**src/rtl/carrier_ctrl_if.sv**
```systemverilog
// rtl/carrier_ctrl_if.sv - configuration write channel between host and carrier controller
interface carrier_ctrl_if #(
    parameter int CNT_W = 16
) ();
    logic             cfg_valid;
    logic             cfg_ready;
    logic [1:0]       cfg_addr;
    logic [CNT_W-1:0] cfg_data;

    modport master (output cfg_valid, output cfg_addr, output cfg_data, input cfg_ready);
    modport slave  (input cfg_valid, input cfg_addr, input cfg_data, output cfg_ready);
endinterface

```
**src/rtl/carrier_ctrl.sv**
```systemverilog
// rtl/carrier_ctrl.sv - triangular carrier run-time controller (shadow/active config, prescaler, period count)
// Optional watchdog built when CARRIER_CTRL_WDOG_EN is defined.
module carrier_ctrl #(
    parameter int CNT_W       = 16,
    parameter int MA_W        = 8,
    parameter int WDOG_CYCLES = 1000000
) (
    input  logic             clk,
    input  logic             reset,
    carrier_ctrl_if.slave    cfg,
    input  logic             start,
    input  logic             stop,
    input  logic             valley,
    input  logic             peak,
    output logic             carrier_en,
    output logic             carrier_clr,
    output logic             tick,
    output logic [CNT_W-1:0] step_out,
    output logic [CNT_W-1:0] amp_out,
    output logic [MA_W-1:0]  ma_out,
    output logic             pending,
    output logic             upd_done,
    output logic [CNT_W-1:0] period_cnt,
    output logic             busy,
    output logic             fault
);

    localparam logic [CNT_W-1:0] STEP_RST = CNT_W'(1);
    localparam logic [CNT_W-1:0] AMP_RST  = CNT_W'(32767);
    localparam logic [MA_W-1:0]  MA_RST   = MA_W'(10);
    localparam logic [MA_W-1:0]  MA_MAX   = MA_W'(13);

    typedef enum logic [1:0] {IDLE, ARM, RUN, STOP_WAIT} state_t;

    state_t           state, state_nx;
    logic [CNT_W-1:0] sh_step, sh_amp, sh_div, act_div, pre_cnt, step_wr;
    logic [MA_W-1:0]  sh_ma, ma_wr;
    logic             wr, wr_q, commit, tick_q, wd_trip;

    assign cfg.cfg_ready = ~reset & (state != ARM);
    assign wr            = cfg.cfg_valid & cfg.cfg_ready;
    assign step_wr       = (cfg.cfg_data == '0) ? STEP_RST : cfg.cfg_data;
    assign ma_wr         = (cfg.cfg_data[MA_W-1:0] > MA_MAX) ? MA_MAX : cfg.cfg_data[MA_W-1:0];

    assign carrier_en  = (state == RUN) || (state == STOP_WAIT);
    assign carrier_clr = (state == ARM);
    assign busy        = (state != IDLE);
    assign tick        = tick_q & carrier_en;

    always_comb begin
        state_nx = state;
        commit   = 1'b0;
        case (state)
            IDLE: begin
                commit = wr_q;
                if (start) state_nx = ARM;
            end
            ARM: begin
                commit   = 1'b1;
                state_nx = RUN;
            end
            RUN: begin
                commit = valley & pending;
                if (start)     state_nx = ARM;
                else if (stop) state_nx = STOP_WAIT;
            end
            STOP_WAIT: begin
                commit = valley & pending;
                if (start)       state_nx = RUN;
                else if (valley) state_nx = IDLE;
            end
            default: state_nx = IDLE;
        endcase
        if (wd_trip) state_nx = start ? ARM : IDLE;
    end

    always_ff @(posedge clk or posedge reset) begin
        if (reset) begin
            state      <= IDLE;
            wr_q       <= 1'b0;
            upd_done   <= 1'b0;
            pending    <= 1'b0;
            sh_step    <= STEP_RST;
            sh_amp     <= AMP_RST;
            sh_ma      <= MA_RST;
            sh_div     <= '0;
            step_out   <= STEP_RST;
            amp_out    <= AMP_RST;
            ma_out     <= MA_RST;
            act_div    <= '0;
            period_cnt <= '0;
            pre_cnt    <= '0;
            tick_q     <= 1'b0;
        end else begin
            state    <= state_nx;
            wr_q     <= wr;
            upd_done <= commit;
            pending  <= wr | (pending & ~commit);
            // Active takes the shadow as it stood before any same-cycle write.
            if (commit) begin
                step_out <= sh_step;
                amp_out  <= sh_amp;
                ma_out   <= sh_ma;
                act_div  <= sh_div;
            end
            if (wr) begin
                case (cfg.cfg_addr)
                    2'd0:    sh_step <= step_wr;
                    2'd1:    sh_amp  <= cfg.cfg_data;
                    2'd2:    sh_ma   <= ma_wr;
                    default: sh_div  <= cfg.cfg_data;
                endcase
            end
            if (state == ARM)
                period_cnt <= '0;
            else if (valley && carrier_en)
                period_cnt <= period_cnt + 1'b1;
            // Prescaler restarts on every commit so a new divider starts a clean interval.
            if (commit || !carrier_en) begin
                pre_cnt <= '0;
                tick_q  <= 1'b0;
            end else if (pre_cnt == act_div) begin
                pre_cnt <= '0;
                tick_q  <= 1'b1;
            end else begin
                pre_cnt <= pre_cnt + 1'b1;
                tick_q  <= 1'b0;
            end
        end
    end

`ifdef CARRIER_CTRL_WDOG_EN
    localparam int WD_W = $clog2(WDOG_CYCLES + 1);

    logic [WD_W-1:0] wd_cnt;
    logic            fault_q;

    assign wd_trip = carrier_en & ~(valley | peak) & (wd_cnt == WD_W'(WDOG_CYCLES - 1));
    assign fault   = fault_q;

    always_ff @(posedge clk or posedge reset) begin
        if (reset) begin
            wd_cnt  <= '0;
            fault_q <= 1'b0;
        end else begin
            if (!carrier_en || valley || peak || wd_trip)
                wd_cnt <= '0;
            else
                wd_cnt <= wd_cnt + 1'b1;
            if (start)        fault_q <= 1'b0;
            else if (wd_trip) fault_q <= 1'b1;
        end
    end
`else
    logic unused_wdog;
    assign unused_wdog = ^{peak, (WDOG_CYCLES > 0)};
    assign wd_trip     = 1'b0;
    assign fault       = 1'b0;
`endif

endmodule

```
**src/flat_wrapper.sv**
```systemverilog
// flat-port wrapper written by rule: the top's interface ports become plain ports
module carrier_ctrl_flat 
#(
    parameter int CNT_W       = 16,
    parameter int MA_W        = 8,
    parameter int WDOG_CYCLES = 1000000
)
  (clk, reset, start, stop, valley, peak, carrier_en, carrier_clr, tick, step_out, amp_out, ma_out, pending, upd_done, period_cnt, busy, fault, cfg_cfg_valid, cfg_cfg_addr, cfg_cfg_data, cfg_cfg_ready);
  carrier_ctrl_if #(.CNT_W(CNT_W)) cfg_i ();
  input  logic clk;
  input  logic reset;
  input  logic start;
  input  logic stop;
  input  logic valley;
  input  logic peak;
  output logic carrier_en;
  output logic carrier_clr;
  output logic tick;
  output logic [CNT_W-1:0] step_out;
  output logic [CNT_W-1:0] amp_out;
  output logic [MA_W-1:0] ma_out;
  output logic pending;
  output logic upd_done;
  output logic [CNT_W-1:0] period_cnt;
  output logic busy;
  output logic fault;
  input wire logic [$bits(cfg_i.cfg_valid)-1:0] cfg_cfg_valid;
  input wire logic [$bits(cfg_i.cfg_addr)-1:0] cfg_cfg_addr;
  input wire logic [$bits(cfg_i.cfg_data)-1:0] cfg_cfg_data;
  output wire logic [$bits(cfg_i.cfg_ready)-1:0] cfg_cfg_ready;
  assign cfg_i.cfg_valid = cfg_cfg_valid;
  assign cfg_i.cfg_addr = cfg_cfg_addr;
  assign cfg_i.cfg_data = cfg_cfg_data;
  assign cfg_cfg_ready = cfg_i.cfg_ready;
  carrier_ctrl #(.CNT_W(CNT_W), .MA_W(MA_W), .WDOG_CYCLES(WDOG_CYCLES)) u_core (.clk(clk), .reset(reset), .cfg(cfg_i), .start(start), .stop(stop), .valley(valley), .peak(peak), .carrier_en(carrier_en), .carrier_clr(carrier_clr), .tick(tick), .step_out(step_out), .amp_out(amp_out), .ma_out(ma_out), .pending(pending), .upd_done(upd_done), .period_cnt(period_cnt), .busy(busy), .fault(fault));
endmodule
```
**config.mk**
```make
export PLATFORM = sky130hd
export DESIGN_NAME = carrier_ctrl_flat
export DESIGN_NICKNAME = d
export VERILOG_FILES = /design/src/rtl/carrier_ctrl_if.sv /design/src/rtl/carrier_ctrl.sv /design/src/flat_wrapper.sv
export SDC_FILE = /design/constraint.sdc
export NUM_CORES = 1
export LEC_CHECK = 0
export BUFFER_PORTS_ARGS = -buffer_cell sky130_fd_sc_hd__buf_2
export CAP_MARGIN = 20
export CORE_ASPECT_RATIO = 0.5
export CORE_MARGIN = 2
export CORE_UTILIZATION = 40
export DETAILED_ROUTE_END_ITERATION = 7
export HOLD_SLACK_MARGIN = 0.03
export PLACE_DENSITY = 0.61
export SLEW_MARGIN = 10
export SYNTH_ARGS = -nofsm -noshare
export SYNTH_HDL_FRONTEND = slang
export SYNTH_SLANG_ARGS = --single-unit
```
**constraint.sdc**
```tcl
create_clock -name clk -period 5.1 [get_ports clk]
set_input_delay 0.765 -clock clk [delete_from_list [all_inputs] [get_ports clk]]
set_output_delay 0.765 -clock clk [all_outputs]
set_load 0.005 [all_outputs]
```
# Yosys cells after proc, flatten, opt, wreduce, memory -nomap -nowiden
# Cells that the tools add are included.
# totals
regBits	150
inputBits	25
elab_cells	68
# op_classes
n_reduce_logical	16
add_sub_neg	2
order_cmp	1
eq_ne	10
bitwise	9
mux	15
# ops
cell	n
two-way mux 16 bit	5
adder 16 x 1 -> 16 bit, second input constant	2
equality test 16 bit	1
zero test 16 bit	1
two-way mux 2 bit	5
greater-than comparator 8 x 4 -> 1 bit, second input constant	1
two-way mux 8 bit	1
one-hot mux 2 bit (4 select lines)	1
AND reduction 2 bit	4
equality test 2 bit, second input constant	3
inequality test 3 bit, second input constant	2
AND 1 bit	5
equality test 2 x 1 -> 1 bit, second input constant	2
zero test 2 bit	2
nonzero test 2 bit	2
inverter 1 bit	3
one-hot mux 1 bit (3 select lines)	1
AND reduction 3 bit	1
OR reduction 3 bit	1
logical OR 1 bit	2
two-way mux 1 bit	2
inequality test 2 x 1 -> 1 bit, second input constant	1
inequality test 2 bit, second input constant	1
OR reduction 2 bit	1
other kinds (3)	3

# Logic depth before layout (Yosys ltp)
# depth
depth_word	6
depth_mapped	7

# Worst setup path after synthesis
# Ideal clock, no wire load.
# synth_timing
path_kind	input port to flip-flop
from	input port reset
to	register u_core.sh_amp[0]
path_buffers	3
slack_ns	-0.331
t_arrival_ns	5.348
stages	7
cell_sequence	inv_1 and3_1 clkbuf_1 and3b_1 buf_2 buf_2 mux2_2
# synth_via
elab_chain_cells	4
# synth_rtl
item	line	source
from (decl)	flat_wrapper.sv:11	input logic reset;
inverter 1 bit	carrier_ctrl.sv:40	assign cfg.cfg_ready = ~reset & (state != ARM);
AND 1 bit	carrier_ctrl.sv:40	
AND 1 bit	carrier_ctrl.sv:41	assign wr = cfg.cfg_valid & cfg.cfg_ready;
via u_core.wr	carrier_ctrl.sv:38	logic wr, wr_q, commit, tick_q, wd_trip;
AND reduction 2 bit (no source line)	--	
to (signal assigned)	carrier_ctrl.sv:109	2'd1: sh_amp <= cfg.cfg_data;
to (decl)	carrier_ctrl.sv:36	logic [CNT_W-1:0] sh_step, sh_amp, sh_div, act_div, pre_cnt, step_wr;
# The timed path passes the listed nets, and every way through them passes these cells.
# A chain may end at the register's enable or synchronous reset.

# Worst setup path after layout
# layout_timing
from	register u_core.state[1]
to	output port cfg_cfg_ready
# layout_via
elab_chain_cells	2
# layout_rtl
item	line	source
from (decl)	carrier_ctrl.sv:35	state_t state, state_nx;
from (signal assigned)	carrier_ctrl.sv:95	state <= state_nx;
inequality test 2 x 1 -> 1 bit	carrier_ctrl.sv:40	
AND 1 bit	carrier_ctrl.sv:40	
to (decl)	flat_wrapper.sv:30	output wire logic [$bits(cfg_i.cfg_ready)-1:0] cfg_cfg_ready;
# Every way passes these cells.

==> run_results.csv <==
group,metric,value,unit
power,p_int,3.12,mW
clocking,ctsResizeCount,0,
hold_path,hold_path_class,"in2async",
synth,async_flop_share,100,%
layout,drive_gt1_share,48.0,%
grt,grt_max_degree,68,
setup_path,rr_worst_depth,4,
setup_path,cp_max_fo,11,
place,place.port_buffers,86,
detailed_routing,viasPerCell,5.06,
detailed_routing,drc,0,
synth,ys_seq_elements,150,
clocking,root_buffer,"clkbuf_16",
clocking,cts_hold_buf,0,
power,leakage,3.28,nW
setup_path,crit_arrival,2050,ps
synth,synth_cell_type_count,46,
detailed_routing,drtIter0Drc,154,
grt,antenna_found_initial,0,
detailed_routing,vias,3881,
setup_path,max_stage_delay,540,ps
clocking,tritoncts,"yes",
timing,fmax,0.355,GHz
flow_run,maxCapViolations,0,
timing,finalSetupTns,0,ps
layout,nFillCells,1391,
power,total_power,4.39,mW
grt,first_global_vias,3885,
grt,gr-total-overflow,0,
clocking,htree_levels,4,
setup_path,timing.rr.end,"u_core.act_div[2]",
power,power_density,586,mW/mm2
power,p_comb_share,25.7,%
timing,setup_viol,0,
power,p_switching,1.27,mW
place,place.gp.congestion,0.839,
grt,grt_pass1_wl,20500,um
clocking,path_clk_slew,70,ps
setup_path,endpoint_kind,"primary output",
synth,synth_area,0.00624,mm2
floorplanning,rows,32,
floorplanning,start_util,40.7,%
floorplanning,die_w,181,um
setup_path,critPathSlowestCell,"dfrtp_1",
status,status,"finished, final reports clean",
clocking,cts.sinks,150,
power,vdd_drop_max,0.285,mV
setup_path,cp.required,4340,ps
timing,finalClockSkew,13.1,ps
place,dpl.hpwl,8170,um
floorplanning,pin_count,89,
setup_path,cp_cell_sequence,"nand2b_1 > clkinv_1 > nor2_1 > buf_2",
setup_path,critPathLaunchType,"flip-flop",
setup_path,reg2reg_slack,2420,ps
synth,yosysWarnings,0,
clocking,cts_setup_buffers,0,
power,clockPowerShare,30.0,%
floorplanning,floorplan.core_area,0.0153,mm2
synth,synth_ff_type,"dfrtp_1",
synth,syn_inst,462,
floorplanning,die_y,92.3,um
synth,seq_area_frac_synth,60.9,%
floorplanning,die_area,0.0167,mm2
setup_path,r2r_start,"u_core.state[1]",
synth,synth_edf_count,0,
synth,syn_nets,489,
layout,num_antenna_cells,0,
timing,drv_slew,0,
detailed_routing,wl_per_cell,16.0,um
synth,synth.avg_cell_area,13.5,um2
clocking,numCtsBuffers,17,
grt,grt_usage,15.6,%
power,switching_share,28.8,%
timing,finalHoldViolCount,0,
timing,finalCriticalPeriod,2820,ps
timing,min_period_over_period,55.2,%
power,pwr-share-seq,44.3,%
layout,area_growth,20.0,%
timing,rsz0062_at_grt,"no",
detailed_routing,routed_wirelength,12300,um
detailed_routing,postRouteAntennaNets,0,
clocking,clk_latency,410,ps
timing,slew_headroom,41.9,%
timing,tightest_slew,871,ps
setup_path,path_class,"reg2out",
detailed_routing,first_pass_iters,4,
layout,nNetsFinal,577,
clocking,cts_max_path_buffers,2,
-- sequential cells by signal (all words and copies together) (netlist names) --
| name | cells |
|---|---|
| u_core.act_div | 16 |
| u_core.amp_out | 16 |
| u_core.period_cnt | 16 |
| u_core.pre_cnt | 16 |
| u_core.sh_amp | 16 |
| u_core.sh_div | 16 |
| u_core.sh_step | 16 |
| u_core.step_out | 16 |
| u_core.ma_out | 8 |
| u_core.sh_ma | 8 |
| u_core.state | 2 |
| u_core.pending | 1 |
| u_core.tick_q | 1 |
| u_core.upd_done | 1 |
| u_core.wr_q | 1 |
-- power by group through the flow --
stage               registers, mW  clock network, mW  logic, mW
floorplan                    1.91                  0      0.828
global placement             1.95                  0       1.12
detailed placement           1.97                  0       1.14
CTS                          1.95               1.35       1.15
global route                 2.01               1.40       1.24
finish                       1.94               1.32       1.13
-- Yosys cell counts (all sizes together) (4+ instances only) --
library cell / n / share of area [%]
dfstp: 36 / 15
nor2: 15 / 0.90
dfrtp: 114 / 46
xnor2: 29 / 4.1
and2: 6 / 0.60
buf: 14 / 1.2
nand4: 14 / 1.5
nor2b: 4 / 0.40
nor3: 17 / 1.4
inv: 8 / 0.48
or4: 4 / 0.54
nand3: 10 / 0.88
nor4: 9 / 1.0
clkbuf: 7 / 0.42
o21ai: 9 / 0.72
nand2: 24 / 1.5
xor2: 4 / 0.56
o31ai: 4 / 0.48
mux2: 104 / 19
-- worst max-delay path, delay by kind of cell, from the launching register on --
family,cells,cell delay (ps)
flops,1,540
buf+inv,2,500
simple gates,2,600
-- worst max path at each step --
stage                    startpoint                  end  slack (ps)  cells after the start
finish              u_core.state[1]        cfg_cfg_ready        2280                      4
global route        u_core.state[1]        cfg_cfg_ready        2010                      4
CTS                 u_core.state[1]        cfg_cfg_ready        2250                      4
detailed placement           valley   u_core.step_out[4]        1940                      6
global placement             valley  u_core.step_out[11]        1950                      6
floorplan                     reset     u_core.sh_div[0]         710                      6
-- metrics by stage --
stage	setup WS [ps]	hold WS [ps]	cells	area, um2	utilization (%)
finish	2280	379	767	7490	48.8
global route	2010	407	767	7490	48.8
CTS	2250	385	767	7490	48.8
detailed placement	1940	469	735	6860	44.8
global placement	1950	461	735	6860	44.8
floorplan	705	444	462	6240	-
-- per-layer routing --
metal,share of wire [%],vias to the layer above,GRT usage (%)
met5,0,-,0
met3,2.9,12,3.11
li1,-,1825,-
met1,51,1984,22.4
met4,1.1,0,5.78
met2,45,60,23.7
-- placed cells by master (no fill, tap or decap), types with 4 or more instances in the layout --
| cell | synthesis | layout |
|---|---|---|
| nand2_1 | 23 | 23 |
| dfstp_2 | 36 | 36 |
| nor4_1 | 8 | 8 |
| nand3_1 | 9 | 9 |
| mux2_2 | 104 | 104 |
| inv_6 | 0 | 5 |
| buf_4 | 1 | 4 |
| and2_1 | 6 | 6 |
| inv_8 | 0 | 4 |
| dfrtp_1 | 114 | 114 |
| nand4_1 | 13 | 13 |
| clkbuf_16 | 0 | 17 |
| nor2b_1 | 4 | 4 |
| o21ai_0 | 9 | 9 |
| nor3_1 | 17 | 17 |
| nor2_1 | 15 | 15 |
| xnor2_1 | 29 | 29 |
| xor2_1 | 4 | 4 |
| o31ai_1 | 4 | 4 |
| inv_1 | 8 | 7 |
| buf_2 | 13 | 86 |
-- kinds of logic after synthesis --
group	share of synthesized area [%]
and+or+nand+nor	9.46
muxes	19.2
buffers and inverters	2.13
adders and majority gates	0.401
other	0.0601
xor gates and xnor gates	4.63
AOI/OAI and AO/OA	3.21
DFF	60.9
-- cell type report --
class,count,area [um2],share of cell area [%]
Timing Repair Buffer,90,460,6.15
Tap cell,204,255,3.41
Clock inverter,13,174,2.32
Inverter,9,37.5,0.501
Sequential cell,150,3800,50.7
Multi-Input combinational cell,282,2310,30.9
Clock buffer,19,453,6.05
Note: power is estimated with default switching activity, not from simulation.
